## src/rtl/int_sched_if.sv

```systemverilog
// Service handshake bundle between int_sched, int_ctrl and the host register block.
// Latency: none, wires only.
// Backpressure: none; host_ack is a single-cycle pulse, int_clr a single-cycle strobe.
//
// Signals:
//   int_status  latched interrupt status from int_ctrl
//   int_enable  per-source enable, quasi-static
//   int_clr     one-hot, one-cycle clear strobe back to int_ctrl
//   host_ack    one-cycle acknowledge from the host for the presented vector
//   svc_req     a vector is being presented to the host
//   svc_id      index of the presented source, valid while svc_req = 1
// Modports: master = scheduler side, slave = int_ctrl / host side.
interface int_sched_if #(
   parameter int NW = 11
);
   logic [NW-1:0] int_status;
   logic [NW-1:0] int_enable;
   logic [NW-1:0] int_clr;
   logic          host_ack;
   logic          svc_req;
   logic [3:0]    svc_id;

   modport master (
      input  int_status,
      input  int_enable,
      input  host_ack,
      output svc_req,
      output svc_id,
      output int_clr
   );

   modport slave (
      output int_status,
      output int_enable,
      output host_ack,
      input  svc_req,
      input  svc_id,
      input  int_clr
   );
endinterface

```

## src/rtl/int_sched.sv

```systemverilog
// Interrupt service scheduler: presents one pending source at a time to the host,
// waits for host_ack, then strobes a one-cycle clear back to int_ctrl.
// Latency: pending -> svc_req 1 cycle; host_ack -> int_clr 1 cycle; 2 HOLD cycles after each service.
// Backpressure: a source not acked within rg_ack_timeout cycles is skipped (no clear) and counted.
//
// Ports:
//   clk_32k         sole clock (32 kHz domain)
//   rst             synchronous active-high reset
//   sif             service handshake bundle (master modport)
//   rg_rr_en        0 = fixed priority (bit 0 highest), 1 = round-robin from rr_ptr
//   rg_ack_timeout  acknowledge timeout in cycles, 0 disables it
//   timeout_flag    one-cycle pulse when a timeout expires
//   miss_cnt        saturating count of timeouts
//   busy            FSM is not in IDLE
module int_sched #(
   parameter int NW = 11,
   parameter int TW = 11
) (
   input  logic          clk_32k,
   input  logic          rst,
   int_sched_if.master   sif,
   input  logic          rg_rr_en,
   input  logic [TW-1:0] rg_ack_timeout,
   output logic          timeout_flag,
   output logic [7:0]    miss_cnt,
   output logic          busy
);

   typedef enum logic [1:0] {
      ST_IDLE  = 2'd0,
      ST_WAIT  = 2'd1,
      ST_CLEAR = 2'd2,
      ST_HOLD  = 2'd3
   } state_t;

   state_t        state_q, state_d;
   logic [3:0]    svc_id_q, svc_id_d;
   logic [3:0]    rr_ptr_q, rr_ptr_d;
   logic [TW-1:0] tcnt_q, tcnt_d;
   logic          hold_q, hold_d;
   logic          timeout_flag_q, timeout_flag_d;
   logic [7:0]    miss_cnt_q, miss_cnt_d;

   // Pending widened to 16 bits so any 4-bit index is in range for every NW.
   logic [15:0]   pend16;
   logic          win_vld;
   logic [3:0]    win_id;
   logic [4:0]    rr_idx;
   logic [3:0]    next_ptr;
   logic          tmo_hit;
   logic [15:0]   clr16;

   assign pend16 = 16'(sif.int_status & sif.int_enable);

   // Winner selection. Loops run high-to-low so the last hit, i.e. the lowest
   // index (fixed) or the smallest offset from rr_ptr (round-robin), wins.
   always_comb begin
      win_vld = 1'b0;
      win_id  = 4'd0;
      rr_idx  = 5'd0;
      if (!rg_rr_en) begin
         for (int i = NW - 1; i >= 0; i--) begin
            if (pend16[i]) begin
               win_vld = 1'b1;
               win_id  = 4'(i);
            end
         end
      end else begin
         for (int i = NW - 1; i >= 0; i--) begin
            rr_idx = {1'b0, rr_ptr_q} + 5'(i);
            if (rr_idx >= 5'(NW)) begin
               rr_idx = rr_idx - 5'(NW);
            end
            if (pend16[rr_idx[3:0]]) begin
               win_vld = 1'b1;
               win_id  = rr_idx[3:0];
            end
         end
      end
   end

   // Round-robin pointer moves just past the source that was last serviced or skipped.
   assign next_ptr = (svc_id_q == 4'(NW - 1)) ? 4'd0 : svc_id_q + 4'd1;

   // Timeout register is read live every WAIT cycle so a reprogram takes effect immediately.
   assign tmo_hit = (rg_ack_timeout != '0) && (tcnt_q == rg_ack_timeout - TW'(1));

   always_comb begin
      state_d        = state_q;
      svc_id_d       = svc_id_q;
      rr_ptr_d       = rr_ptr_q;
      tcnt_d         = tcnt_q;
      hold_d         = hold_q;
      timeout_flag_d = 1'b0;
      miss_cnt_d     = miss_cnt_q;

      case (state_q)
         ST_IDLE: begin
            if (win_vld) begin
               svc_id_d = win_id;
               tcnt_d   = '0;
               state_d  = ST_WAIT;
            end
         end

         ST_WAIT: begin
            tcnt_d = (&tcnt_q) ? tcnt_q : tcnt_q + TW'(1);
            if (!pend16[svc_id_q]) begin
               // Source withdrawn or cleared elsewhere: drop it quietly.
               state_d = ST_IDLE;
            end else if (sif.host_ack) begin
               // Ack wins over a timeout expiring in the same cycle.
               state_d = ST_CLEAR;
            end else if (tmo_hit) begin
               timeout_flag_d = 1'b1;
               miss_cnt_d     = (&miss_cnt_q) ? miss_cnt_q : miss_cnt_q + 8'd1;
               rr_ptr_d       = next_ptr;
               hold_d         = 1'b0;
               state_d        = ST_HOLD;
            end
         end

         ST_CLEAR: begin
            rr_ptr_d = next_ptr;
            hold_d   = 1'b0;
            state_d  = ST_HOLD;
         end

         ST_HOLD: begin
            // Two cycles so int_ctrl registers the clear before pending is looked at again.
            if (hold_q) begin
               state_d = ST_IDLE;
            end else begin
               hold_d = 1'b1;
            end
         end

         default: begin
            state_d = ST_IDLE;
         end
      endcase
   end

   always_ff @(posedge clk_32k) begin
      if (rst) begin
         state_q        <= ST_IDLE;
         svc_id_q       <= 4'd0;
         rr_ptr_q       <= 4'd0;
         tcnt_q         <= '0;
         hold_q         <= 1'b0;
         timeout_flag_q <= 1'b0;
         miss_cnt_q     <= 8'd0;
      end else begin
         state_q        <= state_d;
         svc_id_q       <= svc_id_d;
         rr_ptr_q       <= rr_ptr_d;
         tcnt_q         <= tcnt_d;
         hold_q         <= hold_d;
         timeout_flag_q <= timeout_flag_d;
         miss_cnt_q     <= miss_cnt_d;
      end
   end

   // Clear strobe is decoded from the registered state, so a reset that keeps
   // the FSM out of CLEAR also guarantees no strobe.
   assign clr16        = {15'd0, (state_q == ST_CLEAR)} << svc_id_q;
   assign sif.int_clr  = clr16[NW-1:0];
   assign sif.svc_req  = (state_q == ST_WAIT);
   assign sif.svc_id   = svc_id_q;
   assign timeout_flag = timeout_flag_q;
   assign miss_cnt     = miss_cnt_q;
   assign busy         = (state_q != ST_IDLE);

endmodule
```

## src/flat_wrapper.sv

```systemverilog
// flat-port wrapper written by rule: the top's interface ports become plain ports
module int_sched_flat 
#(
   parameter int NW = 11,
   parameter int TW = 11
)
  (clk_32k, rst, rg_rr_en, rg_ack_timeout, timeout_flag, miss_cnt, busy, sif_int_status, sif_int_enable, sif_host_ack, sif_svc_req, sif_svc_id, sif_int_clr);
  int_sched_if #(.NW(NW)) sif_i ();
  input  logic clk_32k;
  input  logic rst;
  input  logic rg_rr_en;
  input  logic [TW-1:0] rg_ack_timeout;
  output logic timeout_flag;
  output logic [7:0] miss_cnt;
  output logic busy;
  input wire logic [$bits(sif_i.int_status)-1:0] sif_int_status;
  input wire logic [$bits(sif_i.int_enable)-1:0] sif_int_enable;
  input wire logic [$bits(sif_i.host_ack)-1:0] sif_host_ack;
  output wire logic [$bits(sif_i.svc_req)-1:0] sif_svc_req;
  output wire logic [$bits(sif_i.svc_id)-1:0] sif_svc_id;
  output wire logic [$bits(sif_i.int_clr)-1:0] sif_int_clr;
  assign sif_i.int_status = sif_int_status;
  assign sif_i.int_enable = sif_int_enable;
  assign sif_i.host_ack = sif_host_ack;
  assign sif_svc_req = sif_i.svc_req;
  assign sif_svc_id = sif_i.svc_id;
  assign sif_int_clr = sif_i.int_clr;
  int_sched #(.NW(NW), .TW(TW)) u_core (.clk_32k(clk_32k), .rst(rst), .sif(sif_i), .rg_rr_en(rg_rr_en), .rg_ack_timeout(rg_ack_timeout), .timeout_flag(timeout_flag), .miss_cnt(miss_cnt), .busy(busy));
endmodule
```

## config.mk

```make
export PLATFORM = sky130hd
export DESIGN_NAME = int_sched_flat
export DESIGN_NICKNAME = d
export VERILOG_FILES = /design/src/rtl/int_sched_if.sv /design/src/rtl/int_sched.sv /design/src/flat_wrapper.sv
export SDC_FILE = /design/constraint.sdc
export NUM_CORES = 1
export LEC_CHECK = 0
export BUFFER_PORTS_ARGS = -buffer_cell sky130_fd_sc_hd__buf_2
export CAP_MARGIN = 0
export CORE_UTILIZATION = 60
export CTS_CLUSTER_DIAMETER = 50
export DETAILED_ROUTE_END_ITERATION = 10
export PLACE_DENSITY = 0.86
export SLEW_MARGIN = 40
export SYNTH_ARGS = -nofsm -noshare
export SYNTH_HDL_FRONTEND = slang
export SYNTH_SLANG_ARGS = --single-unit
export TNS_END_PERCENT = 30
```

## constraint.sdc

```tcl
create_clock -name clk_32k -period 4.72 [get_ports clk_32k]
set_input_delay 0.472 -clock clk_32k [delete_from_list [all_inputs] [get_ports clk_32k]]
set_output_delay 0.472 -clock clk_32k [all_outputs]
set_load 0.01 [all_outputs]
```

==> results of run 1 <==
## report_power, final
group	leakage, nW	internal, mW	switching [mW]
clock network	0.0679	0.195	0.116
logic	2.42	0.480	0.776
registers	0.252	0.277	0.0353
total	2.74	0.952	0.928
## cell usage after synthesis (10+ instances only)
cell	number	share of area [%]
sky130_fd_sc_hd__a211oi_1	20	2.2
sky130_fd_sc_hd__a21o_1	12	1.3
sky130_fd_sc_hd__a21oi_1	75	5.5
sky130_fd_sc_hd__a31oi_1	12	1.1
sky130_fd_sc_hd__and2_1	16	1.5
sky130_fd_sc_hd__buf_2	28	2.0
sky130_fd_sc_hd__clkbuf_1	40	2.2
sky130_fd_sc_hd__dfxtp_1	31	9.1
sky130_fd_sc_hd__ha_1	21	3.8
sky130_fd_sc_hd__inv_1	21	1.2
sky130_fd_sc_hd__mux2i_1	25	3.7
sky130_fd_sc_hd__nand2_1	79	4.3
sky130_fd_sc_hd__nand2b_1	12	1.1
sky130_fd_sc_hd__nand3_1	44	3.2
sky130_fd_sc_hd__nand4_1	13	1.2
sky130_fd_sc_hd__nor2_1	89	4.9
sky130_fd_sc_hd__nor2b_1	11	1.0
sky130_fd_sc_hd__nor3_1	41	3.0
sky130_fd_sc_hd__nor4_1	14	1.3
sky130_fd_sc_hd__o211ai_1	20	2.2
sky130_fd_sc_hd__o21ai_0	70	5.1
sky130_fd_sc_hd__o21ai_1	10	0.73
sky130_fd_sc_hd__o22ai_1	20	1.8
sky130_fd_sc_hd__or3_1	14	1.3
sky130_fd_sc_hd__xnor2_1	42	5.4
## kinds of logic after synthesis
group	share of synthesized area (%)
compound gates	38.5
xor+xnor	7.47
fa+ha+maj	3.84
buf+inv	7.25
flops	9.06
mux	5.46
simple gates	28.4
## routing by layer
| layer | wire length [um] | up-vias |
|---|---|---|
| met5 | 0 | - |
| met4 | 1530 | 0 |
| met3 | 4240 | 162 |
| met2 | 10300 | 725 |
| met1 | 9960 | 3887 |
| li1 | - | 3858 |
## area by class of cell
| cell class | count | area [um^2] |
|---|---|---|
| clock buffers | 7 | 133 |
| clock inverters | 1 | 5.00 |
| fillers | 988 | 3500 |
| inverters | 25 | 93.8 |
| multi-input cells | 857 | 5740 |
| flip-flops and latches | 31 | 622 |
| well taps | 140 | 175 |
| repair buffers | 111 | 716 |
## through the flow
step / setup WS, ps / std cells / util, % / hold WS (ps) / power [mW]
3_5_place_dp: 448 / 1164 / 66.9 / 469 / 1.50
3_3_place_gp: 538 / 1164 / 66.8 / 452 / 1.50
4_1_cts: 442 / 1172 / 68.1 / 480 / 1.81
5_1_grt: 76.2 / 1172 / 68.1 / 513 / 1.96
6_report: 338 / 1172 / 68.1 / 477 / 1.88
2_1_floorplan: 464 / 993 / - / 440 / 1.17
## flip-flops by register name, summed over array words and instances, names as in the netlist, named ones only
name                 cells
u_core.sif.svc_id        4
u_core.rr_ptr_q          4
u_core.state_q           1
u_core.timeout_flag      1
u_core.hold_q            1
u_core.miss_cnt          8
u_core.tcnt_q           11
## worst max-delay path, cell delays in order, from the launching register on
cell and delay (ps):
sky130_fd_sc_hd__dfxtp_1 490, sky130_fd_sc_hd__buf_4 230, sky130_fd_sc_hd__ha_1 570, sky130_fd_sc_hd__nand2_1 350, sky130_fd_sc_hd__nor2_1 270, sky130_fd_sc_hd__a2bb2oi_1 320
sky130_fd_sc_hd__o21ai_0 170, sky130_fd_sc_hd__nor4_2 440, sky130_fd_sc_hd__nor3_2 180, sky130_fd_sc_hd__a41oi_4 400, sky130_fd_sc_hd__nand2_4 190, sky130_fd_sc_hd__or4b_1 540
sky130_fd_sc_hd__o22ai_1 140
## path summary, 6_finish.rpt
path                            slack [ps]                           endpoint
worst max-delay path                   340  u_core.sif.svc_id[0]$_SDFFE_PP0P_
worst min-delay path                   480     u_core.tcnt_q[10]$_SDFFE_PP0P_
worst max register to register         340  u_core.sif.svc_id[0]$_SDFFE_PP0P_
worst min register to register         480     u_core.tcnt_q[10]$_SDFFE_PP0P_
==> metrics.sh, run 1 <==
TOTAL_I_O_PIN_COUNT=63
PLACE.PORT_BUFFERS=62
SYN_AREA_PER_CELL_UM2=6.90
SLEW_HEADROOM_PCT=42.8
MIN_PATH_CELLS=2
WORST_PATH_ARRIVAL_PS=4580
DIEWIDTH_UM=109
CRIT_PATH_CAPTURE_TYPE='flip-flop'
MOST_FREQUENT_CELLS_IN_THE_LAYOUT='89 x sky130_fd_sc_hd__nor2_1, 79 x sky130_fd_sc_hd__nand2_1, 75 x sky130_fd_sc_hd__a21oi_1, 70 x sky130_fd_sc_hd__o21ai_0, 62 x sky130_fd_sc_hd__buf_2'
ROW_COUNT=38
GROUTE.LAYER.MET3.USAGE_PCT=17.6
VERT_DIE_DIM_UM=109
N_ANTENNA_CELL=0
START_UTIL_PCT=62.4
NUMBER_OF_ANTENNA_VIOLATIONS_AT_THE_FIRST_CHECK_IN_GLOBAL_ROUTING=0
YOSYS_MOST_USED_DFF='sky130_fd_sc_hd__dfxtp_1'
MAX_SLEW.WORST_PIN.SLEW_PS=847
ROOT_BUFFER='sky130_fd_sc_hd__clkbuf_16'
DR_TOTAL_VIAS=8632
FP.COREAREA_MM2=0.0110
CTSRESIZECOUNT=0
DETAIL_ROUTE.FIRST_PASS.ITERATIONS=7
FIRST_PASS_GRT_WIRE_LENGTH_MM=39.6
POST-CTS-SETUP-BUFFERS=0
SETUP_VIOL=0
CELLPOWERDENSITY_mW_PER_MM2=251
RSZ0062_AT_GRT='false'
GRT.MET2_USAGE_PCT=62.0
CLKLATENCYLATEPIN_PS=280
MAX-CLOCK-PATH-BUFFERS=2
DRIVE_GT1_SHARE_PCT=16.2
VDD_IR_DROP_MAX_mV=0.166
PERIOD_NEEDED_PS=4380
NUMBER_OF_CTS_INSERTED_BUFFERS=5
CRITICAL_SETUP_PATH_KIND='flip-flop to flip-flop'
HPWL_MM=19.0
OUTCOME='complete, no violations'
CRIT-REG2REG-LAUNCH='u_core.rr_ptr_q[2]$_SDFFE_PP0P_'
LEADING_CELL_TYPE_IN_THE_LAYOUT_FILL_AND_TAPS_EXCLUDED='sky130_fd_sc_hd__nor2_1'
REG2REGPATHDEPTH=12
SYNTH_ASYNC_SR_FLOP_SHARE_PCT=0
WIRE_PER_INST_UM=22.2
GRT_MOST_USED_LAYER='met2'
CRIT_REQUIRED_PS=4920
DRT.ANTENNA.VIOLATING_NETS=0
DRC_ERRORS=0
PLACEMENT.CELL_AREA_MM2=0.00734
HOLD_PATH.CLASS='flip-flop to flip-flop'
SLEW_VIOL_FINAL=0
SYNTH-EDFF-COUNT=0
MAX_CAP_VIOLATIONS=0
GRT_START_MAX_NET_PINS=58
REPORT.FINAL.HOLD_VIOL_COUNT=0
WORST_SETUP_HOLD_PATH_CLK_SLEW_PS=50
DRT_WL_TOTAL_MM=26.0
SEQUENTIAL_SHARE_OF_THE_SYNTHESIZED_AREA_PCT=9.06
OVERFLOW=0
CTS_TREE='yes'
CTS.SINKS=31
MAX_FREQ_MHz=228
DETAILEDROUTE.FIRSTITERATIONVIOLATIONS=1394
GRT_USE_MET1_PCT=56.5
SYNTH.CELL_AREA_MM2=0.00685
YS_WARN_COUNT=0
GRT.TOTAL_USAGE_PCT=43.6
LEAKAGEPOWER_nW=2.74
FINAL_CELL_AREA_MM2=0.00748
HOLDBUFCOUNTCTS=0
SYNTH_CELLS=993
CRIT_PATH_START_KIND='flip-flop'
AREAGROWTHSYNTHTOFINISH_PCT=9.24
WORSTPATHMAXFANOUT=15
MIN-DELAY-START='u_core.tcnt_q[10]$_SDFFE_PP0P_'
GP_CONGESTION=1.20
CTS_HTREE_LEVELS=2
SYN_NETS=1051
YOSYSUNIQUECELLTYPES=98
DIE-AREA_MM2=0.0118
PERIOD_SHARE_PCT=92.8
CRITICAL_PATH.STARTPOINT='u_core.rr_ptr_q[2]$_SDFFE_PP0P_'
YS_SEQ_ELEMENTS=31
WORST_SETUP_SKEW_AFTER_LAYOUT_PS=2.26
VIAS_PER_CELL=7.37
NUM-NETS-FINAL=1089
NUMBER_OF_GLOBAL_ROUTE_VIAS_BEFORE_REPAIR=7468
FINALSETUPTNS_PS=0
No activity file was read; power rests on OpenSTA's default activity.
==> inputs of run 2 (changes only) <==
--- a/config.mk
+++ b/config.mk
@@ -5,8 +5,10 @@
 export SDC_FILE = /design/constraint.sdc
 export NUM_CORES = 1
 export LEC_CHECK = 0
+export ABC_CLOCK_PERIOD_IN_PS = 4720
 export BUFFER_PORTS_ARGS = -buffer_cell sky130_fd_sc_hd__buf_2
 export CAP_MARGIN = 0
+export CORE_ASPECT_RATIO = 1.75
 export CORE_UTILIZATION = 60
 export CTS_CLUSTER_DIAMETER = 50
 export DETAILED_ROUTE_END_ITERATION = 10
==> metrics.sh, run 2 (synthesized netlist as in run 1, its figures left out) <==
OUTCOME='complete, no violations'
MAX_FREQ_MHz=222
DRT_WL_TOTAL_MM=29.2
LEAKAGEPOWER_nW=2.80
CRIT_PATH_START_KIND='flip-flop'
MIN_PATH_CELLS=2
MAX-CLOCK-PATH-BUFFERS=2
VDD_IR_DROP_MAX_mV=0.353
WIRE_PER_INST_UM=24.9
VERT_DIE_DIM_UM=143
TOTAL_I_O_PIN_COUNT=63
DRT.ANTENNA.VIOLATING_NETS=0
PERIOD_SHARE_PCT=95.5
HOLD_PATH.CLASS='flip-flop to flip-flop'
HOLDBUFCOUNTCTS=0
DRC_ERRORS=0
PLACEMENT.SETUP.WORST_SLACK_PS=412
NUMBER_OF_GLOBAL_ROUTE_VIAS_BEFORE_REPAIR=8199
DETAILEDROUTE.FIRSTITERATIONVIOLATIONS=938
CRIT_PATH_CAPTURE_TYPE='flip-flop'
PLACEMENT.CELL_AREA_MM2=0.00738
REPORT.FINAL.HOLD_VIOL_COUNT=0
HPWL_MM=21.5
MIN-DELAY-START='u_core.miss_cnt[1]$_SDFFE_PP0P_'
CTSRESIZECOUNT=0
LAYOUT.FILLER_CELLS=1021
DIEWIDTH_UM=82.8
MOST_FREQUENT_CELLS_IN_THE_LAYOUT='89 x sky130_fd_sc_hd__nor2_1, 79 x sky130_fd_sc_hd__nand2_1, 75 x sky130_fd_sc_hd__a21oi_1, 70 x sky130_fd_sc_hd__o21ai_0, 62 x sky130_fd_sc_hd__buf_2'
GRT.TOTAL_USAGE_PCT=51.1
LARGEST_REGISTER_FFS=11
GP_CONGESTION=1.10
POST-CTS-SETUP-BUFFERS=0
FINALSETUPTNS_PS=0
FINAL_CELL_AREA_MM2=0.00755
MIN_TO='u_core.miss_cnt[1]$_SDFFE_PP0P_'
ROW_COUNT=51
FIRST_PASS_GRT_WIRE_LENGTH_MM=44.6
SLEW_VIOL_FINAL=0
MAX_CAP_VIOLATIONS=0
CTS_HTREE_LEVELS=2
FINAL.SETUP.WORST_SLACK_PS=214
CLKLATENCYLATEPIN_PS=290
R2R_SETUP_SLACK_PS=210
NUMBER_OF_CTS_INSERTED_BUFFERS=5
CRITICAL_SETUP_PATH_KIND='flip-flop to flip-flop'
NUMBER_OF_ANTENNA_VIOLATIONS_AT_THE_FIRST_CHECK_IN_GLOBAL_ROUTING=0
ROOT_BUFFER='sky130_fd_sc_hd__clkbuf_16'
SETUP_VIOL=0
CTS.SINKS=31
DR_TOTAL_VIAS=8690
RSZ0062_AT_GRT='false'
NUM-NETS-FINAL=1097
PERIOD_NEEDED_PS=4510
AREAGROWTHSYNTHTOFINISH_PCT=10.2
MULTI_INPUT_AREA_MM2=0.00573
DETAIL_ROUTE.FIRST_PASS.ITERATIONS=7
CELLPOWERDENSITY_mW_PER_MM2=263
WORSTPATHMAXFANOUT=88
WORST_SETUP_SKEW_AFTER_LAYOUT_PS=4.23
GRT_START_MAX_NET_PINS=89
MAX_SLEW.WORST_PIN.SLEW_PS=842
REGMOSTFLOPS='u_core.tcnt_q'
CRIT_REQUIRED_PS=4930
SLEW_HEADROOM_PCT=43.9
WORST_PATH_ARRIVAL_PS=4710
WORST_SETUP_HOLD_PATH_CLK_SLEW_PS=60
WORST_R2R_ENDPOINT='u_core.sif.svc_id[0]$_SDFFE_PP0P_'
DRIVE_GT1_SHARE_PCT=16.9
OVERFLOW=0
VIAS_PER_CELL=7.41
CRIT-REG2REG-LAUNCH='u_core.rr_ptr_q[0]$_SDFFE_PP0P_'
REG2REGPATHDEPTH=12
FINAL-SEQ-AREA_UM2=622
START_UTIL_PCT=61.7
N_ANTENNA_CELL=0
CTS_TREE='yes'
PLACE.PORT_BUFFERS=62
DIE-AREA_MM2=0.0119
FP.COREAREA_MM2=0.0111
LEADING_CELL_TYPE_IN_THE_LAYOUT_FILL_AND_TAPS_EXCLUDED='sky130_fd_sc_hd__nor2_1'
-- run 2: layout make-up --
class | instances | area share [%]
Clock buffer | 6 | 1.84
Multi-Input combinational cell | 857 | 75.9
Timing Repair Buffer | 119 | 10.1
Inverter | 25 | 1.24
Tap cell | 132 | 2.19
Clock inverter | 2 | 0.464
Sequential cell | 31 | 8.24
-- run 2: worst max-delay path, cell delays in order (launching register included) --
cell and delay [ps]:
sky130_fd_sc_hd__dfxtp_2 330, sky130_fd_sc_hd__buf_12 190, sky130_fd_sc_hd__ha_1 360, sky130_fd_sc_hd__xnor2_2 650, sky130_fd_sc_hd__xnor2_1 220, sky130_fd_sc_hd__a2111oi_2 430
sky130_fd_sc_hd__a2111oi_2 140, sky130_fd_sc_hd__nor4_2 550, sky130_fd_sc_hd__nor3_2 200, sky130_fd_sc_hd__a41oi_4 390, sky130_fd_sc_hd__nand2_4 190, sky130_fd_sc_hd__or4b_1 540
sky130_fd_sc_hd__o22ai_1 130
-- run 2: worst max-delay path by stage --
| stage | start | to | slack [ps] | cells after the start |
|---|---|---|---|---|
| floorplan | u_core.rr_ptr_q[0]$_SDFFE_PP0P_ | u_core.sif.svc_id[0]$_SDFFE_PP0P_ | 460 | 19 |
| global placement | u_core.rr_ptr_q[0]$_SDFFE_PP0P_ | u_core.sif.svc_id[0]$_SDFFE_PP0P_ | 500 | 12 |
| detailed placement | u_core.rr_ptr_q[0]$_SDFFE_PP0P_ | u_core.sif.svc_id[0]$_SDFFE_PP0P_ | 410 | 12 |
| CTS | u_core.rr_ptr_q[0]$_SDFFE_PP0P_ | u_core.sif.svc_id[0]$_SDFFE_PP0P_ | 380 | 12 |
| global route | u_core.rr_ptr_q[1]$_SDFFE_PP0P_ | u_core.sif.svc_id[0]$_SDFFE_PP0P_ | 70 | 14 |
| finish | u_core.rr_ptr_q[0]$_SDFFE_PP0P_ | u_core.sif.svc_id[0]$_SDFFE_PP0P_ | 210 | 12 |
-- run 2: power breakdown --
part | internal [mW] | switching [mW] | leakage (nW)
Combinational | 0.487 | 0.795 | 2.46
Clock | 0.262 | 0.127 | 0.0868
Sequential | 0.277 | 0.0339 | 0.252
-- run 2: per-stage QoR --
stage / hold slack, ps / std cells / utilization, % / power (mW)
global placement: 451 / 1164 / 66.4 / 1.54
global route: 508 / 1172 / 68.0 / 2.08
finish: 499 / 1172 / 68.0 / 1.98
floorplan: 440 / 993 / - / 1.17
CTS: 501 / 1172 / 68.0 / 1.93
detailed placement: 488 / 1164 / 66.4 / 1.54
-- run 2: per-layer routing --
layer / routed length, um / vias up / GRT usage, %
li1: - / 3885 / -
met1: 9410 / 3956 / 49.5
met2: 13600 / 623 / 80.8
met3: 2900 / 224 / 18.5
met4: 3240 / 2 / 47.7
met5: 34 / - / 4.29
